[src/rtl/fifo_arb_pkg.sv]
// Shared types and constants for the FIFO write arbiter.
package fifo_arb_pkg;

  localparam int ARB_MAX_REQ   = 16;
  localparam int ARB_MAX_BURST = 256;

  typedef enum logic [0:0] {
    IDLE  = 1'b0,
    GRANT = 1'b1
  } arb_state_t;

  // Index width for n requesters; never narrower than one bit.
  function automatic int arb_id_w(input int n);
    return (n > 1) ? $clog2(n) : 1;
  endfunction

endpackage

[src/rtl/fifo_wr_arbiter_rr_pick.sv]
// Round-robin picker: rotate the request vector so start_idx sits at bit 0,
// take the first set bit, then rotate the winner back to an absolute index.
module rr_pick
  import fifo_arb_pkg::*;
#(
  parameter int N  = 4,
  parameter int IW = arb_id_w(N)
) (
  input  logic [N-1:0]  req_vec,
  input  logic [IW-1:0] start_idx,
  output logic          found,
  output logic [IW-1:0] win_idx
);

  logic [N-1:0] rot;
  logic [IW:0]  off;
  logic [IW:0]  sum;

  // Rotate, priority-encode from bit 0, and map the offset back modulo N.
  always_comb begin
    rot   = N'({req_vec, req_vec} >> start_idx);
    found = |rot;
    off   = '0;
    for (int k = N - 1; k >= 0; k--) begin
      if (rot[k]) off = (IW+1)'(k);
    end
    sum = {1'b0, start_idx} + off;
    if (sum >= (IW+1)'(N)) sum = sum - (IW+1)'(N);
    win_idx = sum[IW-1:0];
  end

endmodule

[src/rtl/fifo_wr_arbiter.sv]
// Round-robin write arbiter sharing one FIFO write port among NUM_REQ
// valid/ready producers. Define FIFO_ARB_BURST_LOCK_EN to let a producer keep
// the grant for up to BURST_LEN consecutive beats; otherwise every transfer
// releases the grant (one beat per grant).
module fifo_wr_arbiter
  import fifo_arb_pkg::*;
#(
  parameter int NUM_REQ    = 4,
  parameter int DATA_WIDTH = 32,
  parameter int BURST_LEN  = 4,
  localparam int ID_W      = arb_id_w(NUM_REQ)
) (
  input  logic                          clk,
  input  logic                          rst_n,
  input  logic [NUM_REQ-1:0]            req_valid,
  input  logic [NUM_REQ*DATA_WIDTH-1:0] req_data,
  output logic [NUM_REQ-1:0]            req_ready,
  input  logic                          fifo_full,
  output logic                          fifo_wr_en,
  output logic [DATA_WIDTH-1:0]         fifo_wr_data,
  output logic                          grant_vld,
  output logic [ID_W-1:0]               grant_id
);

  if (NUM_REQ < 2 || NUM_REQ > ARB_MAX_REQ) begin : g_bad_num_req
    $error("fifo_wr_arbiter: NUM_REQ out of range");
  end
  if (BURST_LEN < 1 || BURST_LEN > ARB_MAX_BURST) begin : g_bad_burst_len
    $error("fifo_wr_arbiter: BURST_LEN out of range");
  end

  arb_state_t      state_q, state_d;
  logic [ID_W-1:0] grant_id_q, grant_id_d;
  logic [ID_W-1:0] last_grant_q, last_grant_d;

`ifdef FIFO_ARB_BURST_LOCK_EN
  localparam int BC_W = $clog2(BURST_LEN + 1);
  logic [BC_W-1:0] beat_cnt_q, beat_cnt_d;
`endif

  logic            cur_valid;
  logic            xfer;
  logic            at_limit;
  logic            release_g;
  logic [ID_W-1:0] start_idx;
  logic            pick_found;
  logic [ID_W-1:0] pick_idx;

  // Search begins just past the last winner, so the releasing producer comes last.
  assign start_idx = (last_grant_q == ID_W'(NUM_REQ - 1)) ? '0 : last_grant_q + 1'b1;

  rr_pick #(
    .N  (NUM_REQ),
    .IW (ID_W)
  ) u_pick (
    .req_vec   (req_valid),
    .start_idx (start_idx),
    .found     (pick_found),
    .win_idx   (pick_idx)
  );

  // Zero-latency write path: ready, write strobe and data mux, all gated by full.
  always_comb begin
    grant_vld    = (state_q == GRANT);
    grant_id     = grant_id_q;
    cur_valid    = req_valid[grant_id_q];
    fifo_wr_en   = grant_vld & cur_valid & ~fifo_full;
    fifo_wr_data = req_data[grant_id_q*DATA_WIDTH +: DATA_WIDTH];
    for (int i = 0; i < NUM_REQ; i++) begin
      req_ready[i] = grant_vld & (grant_id_q == ID_W'(i)) & ~fifo_full;
    end
  end

  assign xfer = fifo_wr_en;

`ifdef FIFO_ARB_BURST_LOCK_EN
  assign at_limit = (beat_cnt_q == BC_W'(BURST_LEN - 1));
`else
  assign at_limit = 1'b1;
`endif

  // A full FIFO blocks xfer, so it can never trigger a release.
  assign release_g = ~cur_valid | (xfer & at_limit);

  // Next grant: pick in IDLE or on release; pick and release share a cycle.
  always_comb begin
    state_d      = state_q;
    grant_id_d   = grant_id_q;
    last_grant_d = last_grant_q;
`ifdef FIFO_ARB_BURST_LOCK_EN
    beat_cnt_d   = beat_cnt_q;
`endif
    case (state_q)
      IDLE: begin
        if (pick_found) begin
          state_d      = GRANT;
          grant_id_d   = pick_idx;
          last_grant_d = pick_idx;
`ifdef FIFO_ARB_BURST_LOCK_EN
          beat_cnt_d   = '0;
`endif
        end
      end
      GRANT: begin
        if (release_g) begin
          if (pick_found) begin
            grant_id_d   = pick_idx;
            last_grant_d = pick_idx;
`ifdef FIFO_ARB_BURST_LOCK_EN
            beat_cnt_d   = '0;
`endif
          end else begin
            state_d = IDLE;
          end
        end
`ifdef FIFO_ARB_BURST_LOCK_EN
        else if (xfer) begin
          beat_cnt_d = beat_cnt_q + 1'b1;
        end
`endif
      end
      default: state_d = IDLE;
    endcase
  end

  // Grant state register; last_grant resets to the top index so requester 0 goes first.
  always_ff @(posedge clk or negedge rst_n) begin
    if (!rst_n) begin
      state_q      <= IDLE;
      grant_id_q   <= '0;
      last_grant_q <= ID_W'(NUM_REQ - 1);
`ifdef FIFO_ARB_BURST_LOCK_EN
      beat_cnt_q   <= '0;
`endif
    end else begin
      state_q      <= state_d;
      grant_id_q   <= grant_id_d;
      last_grant_q <= last_grant_d;
`ifdef FIFO_ARB_BURST_LOCK_EN
      beat_cnt_q   <= beat_cnt_d;
`endif
    end
  end

endmodule

[config.mk]
export PLATFORM = sky130hd
export DESIGN_NAME = fifo_wr_arbiter
export DESIGN_NICKNAME = d
export VERILOG_FILES = /design/src/rtl/fifo_arb_pkg.sv /design/src/rtl/fifo_wr_arbiter_rr_pick.sv /design/src/rtl/fifo_wr_arbiter.sv
export SDC_FILE = /design/constraint.sdc
export NUM_CORES = 1
export LEC_CHECK = 0
export ABC_AREA = 1
export CORE_MARGIN = 8
export CORE_UTILIZATION = 25
export CTS_BUF_LIST = sky130_fd_sc_hd__clkbuf_4
export DETAILED_ROUTE_END_ITERATION = 7
export GPL_TIMING_DRIVEN = 0
export PLACE_DENSITY_LB_ADDON = 0.2
export SLEW_MARGIN = 10
export SYNTH_ARGS = -nofsm -noshare
export SYNTH_HDL_FRONTEND = slang
export SYNTH_SLANG_ARGS = --single-unit
[constraint.sdc]
create_clock -name clk -period 2.2 [get_ports clk]
set_clock_uncertainty 0.05 [all_clocks]
set_input_delay 0.44 -clock clk [delete_from_list [all_inputs] [get_ports clk]]
set_output_delay 0.44 -clock clk [all_outputs]
set_load 0.1 [all_outputs]
==> results of run 1 <==
==> routing by layer <==
| layer | wire length [um] | vias up |
|---|---|---|
| met1 | 3653 | 1185 |
| met5 | 0 | - |
| met3 | 701 | 14 |
| met2 | 5378 | 110 |
| met4 | 244 | 0 |
| li1 | - | 1119 |
==> critical path, cell delays in order, from the launching register on <==
cell and delay [ns]:
dfrtp_4 0.54, inv_4 0.13, nor2_4 0.08, buf_4 0.19, a22oi_1 0.30, nand2_4 0.07
buf_6 0.19
==> area by class of cell <==
| class | instances | area (um2) |
|---|---|---|
| repair buffers | 176 | 1913 |
| clock buffers | 3 | 22.52 |
| plain buffers | 12 | 111.4 |
| clock inverters | 1 | 5.005 |
| well taps | 67 | 83.83 |
| inverters | 15 | 61.31 |
| fillers | 302 | 922.1 |
| flip-flops and latches | 5 | 138.9 |
| multi-input cells | 182 | 1496 |
==> per-stage QoR <==
stage	instance area, um2	util	instances
3_3_place_gp	3452	0.7261	455
6_report	3832	0.8061	461
2_1_floorplan	1627	-	214
4_1_cts	3540	0.7445	459
3_5_place_dp	3452	0.7261	455
5_1_grt	3832	0.8061	461
==> flip-flops by register name, summed over array words and instances (netlist names) <==
register,count
last_grant_q,2
grant_vld,1
grant_id,2
==> cells in the final DEF, fill, tap and decap left out, types with 9 or more instances in the layout <==
master           synthesis  layout
clkdlybuf4s50_1          0     134
nand2_1                 80      61
a22oi_2                  1      28
a22oi_1                 48      21
nand2_4                  2      16
buf_6                    0      14
nand2_2                  8      13
nand3_4                  0      13
buf_8                    0      12
buf_4                    0      11
buf_12                   0      10
nand3_1                 24       9
==> how the worst max path moves through the flow <==
stage,startpoint,depth (start not counted),to
2_1_floorplan,grant_id[0]$_DFFE_PN0P_,6,fifo_wr_data[30]
3_3_place_gp,grant_id[1]$_DFFE_PN0P_,5,fifo_wr_data[7]
3_5_place_dp,grant_id[1]$_DFFE_PN0P_,5,fifo_wr_data[7]
6_report,grant_id[0]$_DFFE_PN0P_,6,fifo_wr_data[2]
4_1_cts,grant_id[1]$_DFFE_PN0P_,6,fifo_wr_data[10]
5_1_grt,grant_id[0]$_DFFE_PN0P_,6,fifo_wr_data[2]
==> cells by family after synthesis <==
| group | after synthesis | share of synthesized area |
|---|---|---|
| AND/OR/NAND/NOR | 129 | 0.4915 |
| AO/OA/AOI/OAI | 52 | 0.3116 |
| buffers and inverters | 27 | 0.08442 |
| flip-flops | 5 | 0.1025 |
| adder cells (fa/ha/maj) | 1 | 0.01005 |
==> what timing repair did <==
action | CTS | global route
pin swaps | 0 | 5
setup endpoints to repair | 40 | 34
hold endpoints to repair | 0 | 0
buffers inserted | 0 | 2
resized for setup | 272 | 71
==> summary.md, run 1 <==
| Metric | Value |
|---|---|
| Setup slack after layout | `-0.04796 ns` |
| Die ar. | `0.007494 mm2` |
| Worst Path Max Fanout | `10` |
| Area growth, synth to finish | `207.8%` |
| Area leader, netlist | `a22oi_1` |
| Crit start category | `flop` |
| Core area | `0.004755 mm2` |
| Maximum root-to-sink buffer count | `2` |
| Initial antenna violation count | `0` |
| Final max-slew violation count | `0` |
| Post-detail-place hpwl | `7.613 mm` |
| Routed vias/inst | `5.267` |
| Ant diodes | `0` |
| Vias in the first global route | `2265` |
| Post-layout minimum cycle time | `2.248 ns` |
| Synthesis warning total | `0` |
| Final hold slack | `0.3584 ns` |
| CTS buffer count | `3` |
| DR vias | `2428` |
| Max_cap viols | `0` |
| Commonest cells in the netlist | `80 x nand2_1, 48 x a22oi_1, 24 x nand3_1` |
| Global-route wire length before repair | `13.36 mm` |
| Reg-to-reg critical path startpoint | `last_grant_q[0]$_DFFE_PN1P_` |
| Routed Antenna Nets | `0` |
| Synth Instances | `214` |
| Clk sinks | `5` |
| Failing checks | `setup timing` |
| Total Routed Length | `9.977 mm` |
| Fin crit share | `1.022` |
| Unrepaired setup endpoints after global routing | `yes` |
| EDFF count, synth | `0` |
| Global routing met2 resource utilization | `0.4243` |
| Clk pin slew, worst setup/hold paths | `0.06 ns` |
| Final setup TNS | `-0.06624 ns` |
| Mapped Area | `0.001245 mm2` |
| Sequential-to-total area share from yosys stat | `0.1025` |
| Critical path capture point type | `primary output` |
| Yosys top cell area share | `0.2894` |
| Worst slew pin tran | `0.9700 ns` |
| Rel. slew slack | `0.3559` |
| Layout cell share with drive strength beyond 1 | `0.3909` |
| Top_reg_cell synth | `dfrtp_1` |
| GRT busiest layer | `met2` |
| Most common cell in the synthesized netlist | `nand2_1` |
| Max Clk Rate | `444.8 MHz` |
| Worst-skew pair later-pin latency | `0.25 ns` |
| Ys async rst share | `1.000` |
| HP Class | `input pin to async pin` |
| Mean Syn Cell Area | `5.817 um2` |
| Synth cell types | `21` |
| H-tree depth | `1` |
| Status | `finished, violations left` |
| Pre-CTS setup slack | `-1.054 ns` |
| CTS Hold Bufs | `0` |
| Worst endpoint required time | `1.71 ns` |
| Cell row count | `25` |
| Die width | `86.57 um` |
| M1 GR Usage | `0.2437` |
| Chip height | `86.57 um` |
| Hold Vio Cnt, Final | `0` |
| Detailed Route Iter0 Violations | `82` |
| Initial Utilization | `0.2618` |
| R2R setup slack | `0.25 ns` |
| IO buf count | `174` |
| Gr usage total | `0.2253` |
| Final nets | `531` |
| TritonCTS clock tree | `done` |
| Synth Register Bits | `5` |
| GP Congestion | `0.8475` |
| Dominant cells by area after synthesis | `a22oi_1 29%, nand2_1 24%, nand3_1 9.6%, dfrtp_1 6.0%, nand3_2 4.8%` |
| Grt ovf | `0` |
| Met3 GRT Util | `0.06238` |
| Largest net degree at the start of global routing | `11` |
| R2R depth | `11` |
| Drt pass-1 iters | `4` |
| FF-to-FF End | `grant_id[1]$_DFFE_PN0P_` |
| Root Buffer | `clkbuf_4` |
| Crit Path Class | `flop to primary output` |
| Num ports | `175` |
| Crit path DAT | `1.76 ns` |
| Residual DRC | `0` |
| Syn nets | `350` |
| Setup violators final | `3` |
| WL per Instance | `21.64 um` |
Power of run 1 is not shown: default switching activity piles up to over one toggle a cycle in this logic, so the estimate is an artifact.
==> run 2, diff against run 1 <==
- CORE_UTILIZATION: 25 -> 27
- clock period: 2.2 -> 2.64 ns (I/O delays scaled with it)
==> run 2 against run 1 <==
The run now ends clean. Sequential share of layout area rose by 0.78 points. Largest cell class unchanged. Highest routed layer unchanged. Utilization decreased by 11 points. Clock-buffer cell count up 1. Worst setup slack better by 0.17 ns. Critical path depth shrank 1. Critical path type is now input pin to primary output. Register-to-register slack improved by 0.40 ns. Global-route usage fell by 0.60 points. Via count down 6.8%.
==> summary.md, run 2 (synthesis results as in run 1) <==
| Metric | Value |
|---|---|
| FILL cells | `389` |
| Setup slack after layout | `0.1188 ns` |
| Critical path capture point type | `primary output` |
| Root Buffer | `clkbuf_4` |
| Status | `finished clean` |
| Chip height | `83.91 um` |
| Layout cell share with drive strength beyond 1 | `0.2551` |
| Worst slew pin tran | `0.9860 ns` |
| WL per Instance | `18.47 um` |
| Largest net degree at the start of global routing | `11` |
| Core area | `0.004414 mm2` |
| Vias in the first global route | `2337` |
| Worst Path Max Fanout | `5` |
| Fin crit share | `0.9550` |
| Final hold slack | `0.4277 ns` |
| Residual DRC | `0` |
| Clk sinks | `5` |
| TritonCTS clock tree | `done` |
| Crit Path Class | `input pin to primary output` |
| Most frequent cells in the layout | `137 x clkdlybuf4s50_1, 80 x nand2_1, 48 x a22oi_1` |
| Clk pin slew, worst setup/hold paths | `0.05 ns` |
| Slowest stage cell, crit path | `clkdlybuf4s15_2` |
| Ant diodes | `0` |
| Worst-skew pair later-pin latency | `0.25 ns` |
| Final setup TNS | `0 ns` |
| Total Routed Length | `8.200 mm` |
| Max Clk Rate | `396.6 MHz` |
| Rel. slew slack | `0.3406` |
| Post-layout minimum cycle time | `2.521 ns` |
| CTS buffer count | `3` |
| HP Class | `flop to flop` |
| Die width | `83.91 um` |
| Drt pass-1 iters | `4` |
| Cell row count | `24` |
| H-tree depth | `1` |
| CP max stage delay | `0.56 ns` |
| Final core utilization | `0.7010` |
| Post-detail-place hpwl | `7.270 mm` |
| CP cell instances | `clkdlybuf4s50_1, inv_1, nand2_1, nor2_2, clkdlybuf4s15_2` |
| Setup bufs post-CTS | `0` |
| Maximum root-to-sink buffer count | `2` |
| Global-route wire length before repair | `12.48 mm` |
| Die ar. | `0.007040 mm2` |
| Detailed Route Iter0 Violations | `64` |
| Max_cap viols | `0` |
| Unrepaired setup endpoints after global routing | `no` |
| Most common cell after layout, fill and taps aside | `clkdlybuf4s50_1` |
| Area growth, synth to finish | `148.5%` |
| Initial antenna violation count | `0` |
| Final max-slew violation count | `0` |
| Hold Vio Cnt, Final | `0` |
| Num ports | `175` |
| DR vias | `2262` |
| Setup violators final | `0` |
| Gr usage total | `0.2193` |
| Pre-CTS setup slack | `-0.6496 ns` |
| Crit start category | `input pin` |
| GP Congestion | `0.8246` |
| Routed vias/inst | `5.095` |
| Routed Antenna Nets | `0` |
| Crit path DAT | `1.94 ns` |
| Initial Utilization | `0.2820` |
| Worst endpoint required time | `2.06 ns` |
| Grt ovf | `0` |
| IO buf count | `174` |
| Final nets | `529` |
[run 2: cell count changes in the layout (fill, tap and decap cells not counted), sizes merged]
| cell | before | now |
|---|---|---|
| clkinv | 1 | 0 |
| clkbuf | 7 | 28 |
| dlygate4sd2 | 3 | 0 |
| clkdlybuf4s15 | 0 | 2 |
| clkdlybuf4s50 | 134 | 137 |
| buf | 47 | 23 |
[run 2: timing repair]
action | CTS | global route
gates resized for setup | 195 | 29
cloned | 0 | 0
hold buffers | 0 | 0
setup endpoints to repair | 37 | 34
[run 2: worst max-delay path, delay by kind of cell]
family | cells | cell delay, ns
AND/OR/NAND/NOR | 2 | 0.35
buffers and inverters | 3 | 1.06
[run 2: layer usage]
layer,global-route usage,wire (um),vias to the layer above
li1,-,-,1117
met1,0.2181,2937,1001
met2,0.4028,4233,129
met3,0.08301,778,15
met4,0.07692,250,0
met5,0,0,-
[run 2: final cells by class]
cell class / instances / area, um2 / share of cell area
repair buffers: 174 / 1647 / 0.5321
well taps: 52 / 65.06 / 0.02103
flip-flops and latches: 5 / 136.4 / 0.04408
plain buffers: 12 / 58.81 / 0.01901
inverters: 15 / 56.30 / 0.01820
multi-input cells: 182 / 1101 / 0.3558
clock buffers: 4 / 30.03 / 0.009705
[run 2: worst paths after layout]
kind                                              from                     endpoint  slack [ns]  depth (start not counted)
setup reg to reg           last_grant_q[0]$_DFFE_PN1P_      grant_id[1]$_DFFE_PN0P_        0.65                         11
setup / recovery                             fifo_full                 req_ready[2]        0.12                          5
hold reg to reg            last_grant_q[1]$_DFFE_PN1P_  last_grant_q[1]$_DFFE_PN1P_        0.43                          2
hold / removal             last_grant_q[1]$_DFFE_PN1P_  last_grant_q[1]$_DFFE_PN1P_        0.43                          2
max in group asynchronous                        rst_n  last_grant_q[1]$_DFFE_PN1P_        1.83                          1
min in group asynchronous                        rst_n      grant_id[1]$_DFFE_PN0P_        0.45                          1
[run 2: metrics by stage]
stage / instances / cell area (um2)
floorplan: 214 / 1343
global placement: 440 / 3149
detailed placement: 440 / 3149
CTS: 444 / 3070
global route: 444 / 3094
finish: 444 / 3094
Power of run 2 is left out for the same reason.
